File: src/rtl/sram_bus_pkg.sv
// Shared types and constants for the asynchronous SRAM bus controller.
package sram_bus_pkg;

    localparam int SRAM_AW = 18;
    localparam int SRAM_DW = 16;
    localparam int DEF_READ_WAIT = 2;
    localparam int DEF_WRITE_PULSE = 2;
    localparam int CNT_W = 4;

    typedef enum logic [2:0] {
        IDLE,
        RD_ACT,
        RMW_RD,
        WR_SETUP,
        WR_PULSE,
        WR_HOLD,
        ACK,
        RECOVER
    } state_t;

endpackage

File: src/rtl/sram_bus_ctrl_if.sv
// CPU-side request/response bus of the SRAM controller.
interface sram_bus_ctrl_if;

    logic        cpu_sel;
    logic        cpu_rd_ena;
    logic        cpu_wr_ena;
    logic [1:0]  cpu_byte_ena;
    logic [31:0] cpu_address;
    logic [15:0] cpu_wr_data;
    logic [15:0] cpu_rd_data;
    logic        cpu_data_ack;

    modport master (
        output cpu_sel, cpu_rd_ena, cpu_wr_ena, cpu_byte_ena, cpu_address, cpu_wr_data,
        input  cpu_rd_data, cpu_data_ack
    );

    modport slave (
        input  cpu_sel, cpu_rd_ena, cpu_wr_ena, cpu_byte_ena, cpu_address, cpu_wr_data,
        output cpu_rd_data, cpu_data_ack
    );

endinterface

File: src/rtl/sram_wait_counter.sv
// Loadable down-counter timing the read-wait and write-pulse phases.
module sram_wait_counter #(
    parameter int WIDTH = 4
) (
    input  logic             clk,
    input  logic             rst,
    input  logic             load,
    input  logic             dec,
    input  logic [WIDTH-1:0] load_value,
    output logic             done
);

    logic [WIDTH-1:0] count;

    // Loading N-1 on phase entry makes done rise in the Nth cycle of the phase.
    always_ff @(posedge clk) begin
        if (rst) begin
            count <= '0;
        end else if (load) begin
            count <= load_value;
        end else if (dec && (count != '0)) begin
            count <= count - 1'b1;
        end
    end

    assign done = (count == '0);

endmodule

File: src/rtl/sram_bus_ctrl.sv
// CPU to asynchronous 16-bit SRAM controller with read-modify-write for byte lanes.
module sram_bus_ctrl
    import sram_bus_pkg::*;
#(
    parameter int READ_WAIT   = DEF_READ_WAIT,
    parameter int WRITE_PULSE = DEF_WRITE_PULSE
) (
    input  logic               clk,
    input  logic               rst,
    sram_bus_ctrl_if.slave     cpu,
    output logic [SRAM_AW-1:0] sram_addr,
    output logic [SRAM_DW-1:0] sram_data_o,
    input  logic [SRAM_DW-1:0] sram_data_i,
    output logic               sram_data_oe,
    output logic               sram_cs_n,
    output logic               sram_oe_n,
    output logic               sram_we_n
);

    state_t state;
    state_t next_state;

    logic             accept;
    logic             cnt_load;
    logic             cnt_dec;
    logic [CNT_W-1:0] cnt_value;
    logic             cnt_done;

    logic cs_n_d;
    logic oe_n_d;
    logic we_n_d;
    logic data_oe_d;
    logic ack_d;

    logic [1:0]         be_q;
    logic [SRAM_DW-1:0] rd_data_q;
    logic               ack_q;
    logic               unused_addr_bits;

    assign unused_addr_bits = ^{cpu.cpu_address[31:19], cpu.cpu_address[0]};

    sram_wait_counter #(
        .WIDTH(CNT_W)
    ) u_wait_counter (
        .clk       (clk),
        .rst       (rst),
        .load      (cnt_load),
        .dec       (cnt_dec),
        .load_value(cnt_value),
        .done      (cnt_done)
    );

    // Strobes are decoded from next_state so they can be registered and
    // line up exactly with the state they belong to.
    always_comb begin
        next_state = state;
        accept     = 1'b0;
        cnt_load   = 1'b0;
        cnt_dec    = 1'b0;
        cnt_value  = '0;
        case (state)
            IDLE: begin
                if (cpu.cpu_sel && (cpu.cpu_rd_ena || cpu.cpu_wr_ena)) begin
                    accept = 1'b1;
                    if (cpu.cpu_wr_ena) begin
                        if (cpu.cpu_byte_ena == 2'b00) begin
                            next_state = ACK;
                        end else if (cpu.cpu_byte_ena == 2'b11) begin
                            next_state = WR_SETUP;
                        end else begin
                            next_state = RMW_RD;
                            cnt_load   = 1'b1;
                            cnt_value  = CNT_W'(READ_WAIT - 1);
                        end
                    end else begin
                        next_state = RD_ACT;
                        cnt_load   = 1'b1;
                        cnt_value  = CNT_W'(READ_WAIT - 1);
                    end
                end
            end
            RD_ACT, RMW_RD: begin
                if (cnt_done) begin
                    next_state = (state == RD_ACT) ? ACK : WR_SETUP;
                end else begin
                    cnt_dec = 1'b1;
                end
            end
            WR_SETUP: begin
                next_state = WR_PULSE;
                cnt_load   = 1'b1;
                cnt_value  = CNT_W'(WRITE_PULSE - 1);
            end
            WR_PULSE: begin
                if (cnt_done) begin
                    next_state = WR_HOLD;
                end else begin
                    cnt_dec = 1'b1;
                end
            end
            WR_HOLD: next_state = ACK;
            ACK:     next_state = RECOVER;
            RECOVER: next_state = IDLE;
            default: next_state = IDLE;
        endcase

        cs_n_d    = 1'b1;
        oe_n_d    = 1'b1;
        we_n_d    = 1'b1;
        data_oe_d = 1'b0;
        ack_d     = 1'b0;
        case (next_state)
            RD_ACT, RMW_RD: begin
                cs_n_d = 1'b0;
                oe_n_d = 1'b0;
            end
            WR_SETUP: cs_n_d = 1'b0;
            WR_PULSE: begin
                cs_n_d    = 1'b0;
                we_n_d    = 1'b0;
                data_oe_d = 1'b1;
            end
            WR_HOLD: begin
                cs_n_d    = 1'b0;
                data_oe_d = 1'b1;
            end
            ACK:     ack_d = 1'b1;
            default: ;
        endcase
    end

    // The write-data register doubles as the merge target for partial writes.
    always_ff @(posedge clk) begin
        if (rst) begin
            state        <= IDLE;
            sram_cs_n    <= 1'b1;
            sram_oe_n    <= 1'b1;
            sram_we_n    <= 1'b1;
            sram_data_oe <= 1'b0;
            ack_q        <= 1'b0;
            rd_data_q    <= '0;
            sram_addr    <= '0;
            sram_data_o  <= '0;
            be_q         <= '0;
        end else begin
            state        <= next_state;
            sram_cs_n    <= cs_n_d;
            sram_oe_n    <= oe_n_d;
            sram_we_n    <= we_n_d;
            sram_data_oe <= data_oe_d;
            ack_q        <= ack_d;
            if (accept) begin
                sram_addr <= cpu.cpu_address[SRAM_AW:1];
                be_q      <= cpu.cpu_byte_ena;
                if (cpu.cpu_wr_ena) begin
                    sram_data_o <= cpu.cpu_wr_data;
                end
            end
            if ((state == RD_ACT) && cnt_done) begin
                rd_data_q <= sram_data_i;
            end
            if ((state == RMW_RD) && cnt_done) begin
                sram_data_o <= {be_q[1] ? sram_data_o[15:8] : sram_data_i[15:8],
                                be_q[0] ? sram_data_o[7:0]  : sram_data_i[7:0]};
            end
        end
    end

    assign cpu.cpu_rd_data  = rd_data_q;
    assign cpu.cpu_data_ack = ack_q;

endmodule

File: src/flat_wrapper.sv
// flat-port wrapper written by rule: the top's interface ports become plain ports
module sram_bus_ctrl_flat import sram_bus_pkg::*;
#(
    parameter int READ_WAIT   = DEF_READ_WAIT,
    parameter int WRITE_PULSE = DEF_WRITE_PULSE
)
  (clk, rst, sram_addr, sram_data_o, sram_data_i, sram_data_oe, sram_cs_n, sram_oe_n, sram_we_n, cpu_cpu_sel, cpu_cpu_rd_ena, cpu_cpu_wr_ena, cpu_cpu_byte_ena, cpu_cpu_address, cpu_cpu_wr_data, cpu_cpu_rd_data, cpu_cpu_data_ack);
  sram_bus_ctrl_if cpu_i ();
  input  logic clk;
  input  logic rst;
  output logic [SRAM_AW-1:0] sram_addr;
  output logic [SRAM_DW-1:0] sram_data_o;
  input  logic [SRAM_DW-1:0] sram_data_i;
  output logic sram_data_oe;
  output logic sram_cs_n;
  output logic sram_oe_n;
  output logic sram_we_n;
  input wire logic [$bits(cpu_i.cpu_sel)-1:0] cpu_cpu_sel;
  input wire logic [$bits(cpu_i.cpu_rd_ena)-1:0] cpu_cpu_rd_ena;
  input wire logic [$bits(cpu_i.cpu_wr_ena)-1:0] cpu_cpu_wr_ena;
  input wire logic [$bits(cpu_i.cpu_byte_ena)-1:0] cpu_cpu_byte_ena;
  input wire logic [$bits(cpu_i.cpu_address)-1:0] cpu_cpu_address;
  input wire logic [$bits(cpu_i.cpu_wr_data)-1:0] cpu_cpu_wr_data;
  output wire logic [$bits(cpu_i.cpu_rd_data)-1:0] cpu_cpu_rd_data;
  output wire logic [$bits(cpu_i.cpu_data_ack)-1:0] cpu_cpu_data_ack;
  assign cpu_i.cpu_sel = cpu_cpu_sel;
  assign cpu_i.cpu_rd_ena = cpu_cpu_rd_ena;
  assign cpu_i.cpu_wr_ena = cpu_cpu_wr_ena;
  assign cpu_i.cpu_byte_ena = cpu_cpu_byte_ena;
  assign cpu_i.cpu_address = cpu_cpu_address;
  assign cpu_i.cpu_wr_data = cpu_cpu_wr_data;
  assign cpu_cpu_rd_data = cpu_i.cpu_rd_data;
  assign cpu_cpu_data_ack = cpu_i.cpu_data_ack;
  sram_bus_ctrl #(.READ_WAIT(READ_WAIT), .WRITE_PULSE(WRITE_PULSE)) u_core (.clk(clk), .rst(rst), .cpu(cpu_i), .sram_addr(sram_addr), .sram_data_o(sram_data_o), .sram_data_i(sram_data_i), .sram_data_oe(sram_data_oe), .sram_cs_n(sram_cs_n), .sram_oe_n(sram_oe_n), .sram_we_n(sram_we_n));
endmodule
File: config.mk
export PLATFORM = sky130hd
export DESIGN_NAME = sram_bus_ctrl_flat
export DESIGN_NICKNAME = d
export VERILOG_FILES = /design/src/rtl/sram_bus_pkg.sv /design/src/rtl/sram_bus_ctrl_if.sv /design/src/rtl/sram_wait_counter.sv /design/src/rtl/sram_bus_ctrl.sv /design/src/flat_wrapper.sv
export SDC_FILE = /design/constraint.sdc
export NUM_CORES = 1
export LEC_CHECK = 0
export ABC_AREA = 1
export BUFFER_PORTS_ARGS = -buffer_cell sky130_fd_sc_hd__buf_2
export CAP_MARGIN = 15
export CORE_ASPECT_RATIO = 1.75
export CORE_MARGIN = 5
export CORE_UTILIZATION = 50
export DETAILED_ROUTE_END_ITERATION = 8
export GPL_TIMING_DRIVEN = 0
export PLACE_DENSITY = 0.85
export SYNTH_ARGS = -nofsm -noshare
export SYNTH_HDL_FRONTEND = slang
export SYNTH_SLANG_ARGS = --single-unit
export TNS_END_PERCENT = 100
File: constraint.sdc
create_clock -name clk -period 5.05 [get_ports clk]
set_clock_uncertainty 0.2 [all_clocks]
set_input_delay 0.505 -clock clk [delete_from_list [all_inputs] [get_ports clk]]
set_output_delay 0.505 -clock clk [all_outputs]
set_load 0.05 [all_outputs]
# After elaboration in Yosys (flattened, before gate mapping)
# Index checks and enable logic that the tools add are counted.
[op_classes] n_addsub=1 n_mul=0 div_mod_pow=0 order_cmp=0 n_eq_ne=16 shift=0 mux=34 bitwise=0 n_reduce_logical=19
[ops] cell="2-to-1 mux 16 bit" n=3
[ops] cell="== test 3 bit (second input constant)" n=7
[ops] cell="case mux 3 bit (7 select lines)" n=1
[ops] cell="2-to-1 mux 4 bit" n=5
[ops] cell="2-to-1 mux 3 bit" n=6
[ops] cell="2-to-1 mux 8 bit" n=2
[ops] cell="2-to-1 mux 1 bit" n=15
[ops] cell="== test 3 x 2 -> 1 bit (second input constant)" n=4
[ops] cell="case mux 4 bit (2 select lines)" n=1
[ops] cell="== test 3 x 1 -> 1 bit (second input constant)" n=2
[ops] cell="AND reduction 3 bit" n=2
[ops] cell="nonzero test 2 bit" n=3
[ops] cell="OR reduction 2 bit" n=3
[ops] cell="OR reduction 5 bit" n=1
[ops] cell="logical AND 1 bit" n=4
[ops] cell="logical NOT 4 bit" n=1
[ops] cell="!= test 2 bit (second input constant)" n=2
[ops] cell="nonzero test 4 bit" n=1
[ops] cell="subtractor 4 x 1 -> 4 bit (second input constant)" n=1
[ops] cell="logical NOT 3 bit" n=1
[ops] cell="OR reduction 3 bit" n=1
[ops] cell="== test 2 bit (second input constant)" n=1
[ops] cell="logical NOT 2 bit" n=1
[ops] cell="case mux 1 bit (2 select lines)" n=1
[ops] cell="logical OR 1 bit" n=1
[word_totals] reg_bits=64 latch_bits=0 mem_bits_rw=0 rom_bits=0 output_inout_bits=55 word_cells=82 memories=0

# Logic depth before layout (Yosys ltp)
[logic_depth] depth_word=9 ltp_mapped=11 depth_no_buf=11

# Modules after synthesis
# Synthesis repeated with hierarchy kept, for this count alone.
[unflattened] hier_cells=446 hier_area_um2=3061.7
[modules_own_cells] module="sram_bus_ctrl" n_inst=1 cells_each=405 area_per_inst_um2=2787.7
[modules_own_cells] module="sram_wait_counter" n_inst=1 cells_each=41 area_per_inst_um2=274.0

# Least setup slack after synthesis
# Ideal clock, no wire load.
[synth_path] path_type="register to register" startpoint="reg u_core.u_wait_counter.count[0]" endpoint="reg u_core.sram_data_o[2]" setup_ns=0.113 t_arrival_ns=1.346 slack_ns=3.391 stages_incl_launch_ff=12 n_path_buf=2 period_less_slack_ns=1.659 path_cell_list="dfxtp_1 -> inv_1 -> ha_1 -> nand2_1 -> inv_2 -> nand2_4 -> buf_6 -> buf_6 -> nand2_1 -> nand2_1 -> nor2_1 -> nor2_1"
[synth_via] elab_chain_cells=4
[synth_rtl] item="start, declared" line="sram_wait_counter.sv:13" source="logic [WIDTH-1:0] count;"
[synth_rtl] item="start signal, assigned" line="sram_wait_counter.sv:20" source="count <= load_value;"
[synth_rtl] item="start signal, assigned" line="sram_wait_counter.sv:22" source="count <= count - 1'b1;"
[synth_rtl] item="logical NOT 4 bit *" line="sram_wait_counter.sv:26" source="assign done = (count == '0);"
[synth_rtl] item="logical AND 1 bit *" line="sram_bus_ctrl.sv:162" source="if ((state == RMW_RD) && cnt_done) begin"
[synth_rtl] item="!= test 2 bit (no line) or nonzero test 2 bit (tied branches)"
[synth_rtl] item="AND reduction 3 bit (no line)"
[synth_rtl] item="end signal, assigned" line="sram_bus_ctrl.sv:156" source="sram_data_o <= cpu.cpu_wr_data;"
[synth_rtl] item="end signal, assigned" line="sram_bus_ctrl.sv:163" source="sram_data_o <= {be_q[1] ? sram_data_o[15:8] : sram_data_i[15:8],"
[synth_rtl] item="end, declared" line="sram_bus_ctrl.sv:12" source="output logic [SRAM_DW-1:0] sram_data_o,"
# Mark *: on every way between the ends. The rest lies on a longest branch, timed or not.
# A chain may end at the register's enable or synchronous reset.

# Worst setup path in the final report
[layout_path] startpoint="reg u_core.u_wait_counter.count[0]" endpoint="reg u_core.sram_cs_n"
[layout_via] elab_chain_cells=6
[layout_rtl] item="logical NOT 4 bit *" line="sram_wait_counter.sv:26"
[layout_rtl] item="2-to-1 mux 3 bit, on equally long branches" line="sram_bus_ctrl.sv:95, sram_bus_ctrl.sv:83"
[layout_rtl] item="case mux 3 bit (7 select lines) *" line="sram_bus_ctrl.sv:61" source="case (state)"
[layout_rtl] item="== test 3 x 2 -> 1 bit (tied with other cells)" line="sram_bus_ctrl.sv:112" source="case (next_state)"
[layout_rtl] item="OR reduction 5 bit (no line) *"
[layout_rtl] item="2-to-1 mux 1 bit *" line="sram_bus_ctrl.sv:112"
[layout_rtl] item="end signal, assigned" line="sram_bus_ctrl.sv:147" source="sram_cs_n <= cs_n_d;"
[layout_rtl] item="end, declared" line="sram_bus_ctrl.sv:15" source="output logic sram_cs_n,"
# Marks and branches as above.

==> reports/results.tsv <==
stage	metric	value	unit
detailed_routing	via/cell ratio	4.79	
synthesis	Post-synth ARST share	0	%
critical_path	r2r setup slk	3.09	ns
flow_run	max-capacitance violation count	0	
synthesis	synthesis-stage register bit count	64	
die	IO Count	126	
critical_path	Critical Path Sink Type	flip-flop	
cells_and_area	antenna cells	0	
detailed_routing	antenna viol nets, final	0	
cells_and_area	commonest non-fill, non-tap cell in the layout	buf_2	
synthesis	syn nets	482	
cells_and_area	fraction of layout cells with a size suffix above 1	27.4	%
cells_and_area	commonest cells after routing, fill and taps aside	116 x buf_2, 98 x nor2_1, 85 x nand2_1, 64 x dfxtp_1, 45 x o21ai_0	
cts	Reg clk slew, reported paths	0.06	ns
critical_path	Worst EP required	5.09	ns
timing	Period minus WS final	1.96	ns
global_routing	first-pass GRT wire length	12000	um
global_routing	GRT overflow	0	
critical_path	CP startpoint	u_core.u_wait_counter.count[0]	
power	VDD IR max	426	uV
timing	setup TNS	0	ns
synthesis	Post-Syn Area per Cell	6.85	um2
timing	fmax	510	MHz
critical_path	crit start category	flip-flop	
power	Pleak	1.94	nW
min_path	start point of the worst hold path	rst	
cts	root buffer cell	clkbuf_8	
cts	Clock Tree Buf Depth	2	
cts	Post-CTS Hold Buffers	0	
cts	CTS buffer count	9	
min_path	hold endpoint	u_core.u_wait_counter.count[3]	
timing	final hold vios	0	
critical_path	CP peak stage delay	0.33	ns
cells_and_area	fin nets	604	
cts	# resized after CTS	0	
synthesis	sequential area share after synthesis	45.8	%
timing	RSZ-0062 raised after global routing	false	
detailed_routing	DR pass1 iterations	5	
synthesis	Synth cell types	21	
global_routing	largest net degree at the start of global routing	11	
timing	Max-slew headroom	68.2	%
critical_path	slowest cell on the critical path	dfxtp_1	
timing	Worst Hold Slack	0.178	ns
place	Detailed Place HPWL	5950	um
global_routing	vias in the first global route	2844	
global_routing	initial antenna violation count	0	
timing	final setup violation count	0	
cts	number of H-tree levels	3	
die	die width	66.5	um
critical_path	r2r startpoint	u_core.u_wait_counter.count[0]	
critical_path	FF-to-FF path depth	10	
timing	worst slew pin tran	0.476	ns
critical_path	cell mode on critical path	nand2_1	
status	status	completed	
detailed_routing	final wirelength	7440	um
synthesis	yosys warns	0	
die	Die Height	109	um
synthesis	number of cells produced by synthesis	408	
detailed_routing	# DRC	0	
min_path	WHS Path Cells	2	
critical_path	critical path fanouts, max	7	
cts	Setup Fix Bufs, Post-CTS	0	
synthesis	synthesized cell area	2800	um2
die	CORE AREA	5500	um2
timing	Slew Viols, Final	0	
detailed_routing	Vias	2916	
critical_path	cells along the critical path	inv_1 -> ha_1 -> nand2_1 -> inv_2 -> nand2_1 -> nand3_1 -> nor2_1 -> nand2_1 -> nand2_1 -> inv_1	
cts	worst skew pair latency	0.34	ns
critical_path	Worst Setup Path Type	flip-flop to flip-flop	
cts	CTS sink cnt	64	
place	global placement routability congestion	0.908	
cells_and_area	Area growth, synth to finish	29.5	%
place	Place WS	3.03	ns
die	Initial Util	50.9	%
detailed_routing	drt first-iter violations	132	
timing	Final WS setup	3.09	ns
global_routing	GRT Total Usage	21.5	%
timing	final worst path period share	38.8	%
die	row count	36	
detailed_routing	Wirelength per Cell	12.2	um
synthesis	Synth Flop Type	dfxtp_1	
cells_and_area	Fill cells	546	
place	port buffer count	111	
die	die area	7240	um2
cts	TritonCTS clock tree	built	
synthesis	Post-synth EDFFs	0	
power	pwr dens	820	nW/um2
critical_path	reg2reg end	u_core.sram_cs_n	
critical_path	Worst EP arrival	2.00	ns
min_path	worst min path class	primary input to flip-flop	
-- metrics by stage --
| stage | power [W] | util, % | instance area, um2 | std cells |
|---|---|---|---|---|
| 2_1_floorplan | 0.00220 | - | 2800 | 408 |
| 3_3_place_gp | 0.00253 | 62.7 | 3450 | 595 |
| 3_5_place_dp | 0.00258 | 62.7 | 3450 | 595 |
| 4_1_cts | 0.00298 | 65.8 | 3620 | 609 |
| 5_1_grt | 0.00319 | 65.8 | 3620 | 609 |
| 6_report | 0.00297 | 65.8 | 3620 | 609 |
-- area by class of cell --
| class | count | area [um2] | area share (%) |
|---|---|---|---|
| well taps | 76 | 95.1 | 2.63 |
| repair buffers | 111 | 556 | 15.4 |
| flip-flops and latches | 64 | 1280 | 35.4 |
| inverters | 39 | 146 | 4.05 |
| clock buffers | 14 | 173 | 4.77 |
| multi-input cells | 287 | 1270 | 35.0 |
| plain buffers | 18 | 100 | 2.77 |
-- worst max-delay path: cells and delay by family, from the launching register on --
| family | cells | cell delay, ns |
|---|---|---|
| buffers and inverters | 3 | 0.21 |
| adders and majority gates | 1 | 0.25 |
| DFF | 1 | 0.33 |
| and+or+nand+nor | 6 | 0.88 |
-- cells in the mapped netlist, types with 2 or more instances --
| library cell | number | area [um2] |
|---|---|---|
| buf_2 | 5 | 25.0 |
| inv_1 | 34 | 128 |
| o21ai_1 | 3 | 15.0 |
| nand2_1 | 85 | 319 |
| ha_1 | 3 | 37.5 |
| nand2_2 | 3 | 18.8 |
| nand3_1 | 29 | 145 |
| inv_2 | 5 | 18.8 |
| a21oi_1 | 14 | 70.1 |
| nor2_1 | 98 | 368 |
| nand2_4 | 2 | 22.5 |
| clkbuf_1 | 8 | 30.0 |
| o21ai_0 | 45 | 225 |
| buf_6 | 3 | 33.8 |
| dfxtp_1 | 64 | 1280 |
| nor2_2 | 2 | 12.5 |
-- worst max-delay path by stage --
stage                            endpoint  slack (ns)  cells past startpoint
3_3_place_gp        u_core.sram_data_o[3]        3.06                      6
6_report                 u_core.sram_cs_n        3.09                     10
2_1_floorplan       u_core.sram_data_o[2]        3.39                     11
4_1_cts         u_core.cpu.cpu_rd_data[7]        3.07                      8
3_5_place_dp        u_core.sram_data_o[7]        3.03                      6
5_1_grt        u_core.cpu.cpu_rd_data[10]        2.89                      8
-- cells by family after synthesis --
group	after synthesis	share of synthesized area [%]
fa+ha+maj	3	1.34
simple gates	221	32.3
flops	64	45.8
compound gates	63	11.7
buf+inv	57	8.82
-- layer usage --
metal	GRT usage [%]	part of all wire (%)	vias up
li1	-	-	1521
met1	21.7	37	1278
met2	39.7	53	103
met3	5.36	6.6	14
met4	10.6	2.7	0
met5	0	0	-
-- registers in the layout (all words and copies together), names as in the netlist --
name and cells:
u_core.sram_addr 18, u_core.cpu.cpu_rd_data 16, u_core.sram_data_o 16, u_core.u_wait_counter.count 4, u_core.state 3, u_core.be_q 2, u_core.cpu.cpu_data_ack 1, u_core.sram_cs_n 1
u_core.sram_data_oe 1, u_core.sram_oe_n 1, u_core.sram_we_n 1
-- power breakdown --
part           internal (W)  switching, W  leakage, nW
clock              0.000213      0.000181       0.0886
sequential         0.000719      0.000111        0.526
combinational      0.000445       0.00130         1.33
No activity file was read; power rests on OpenSTA's default activity.
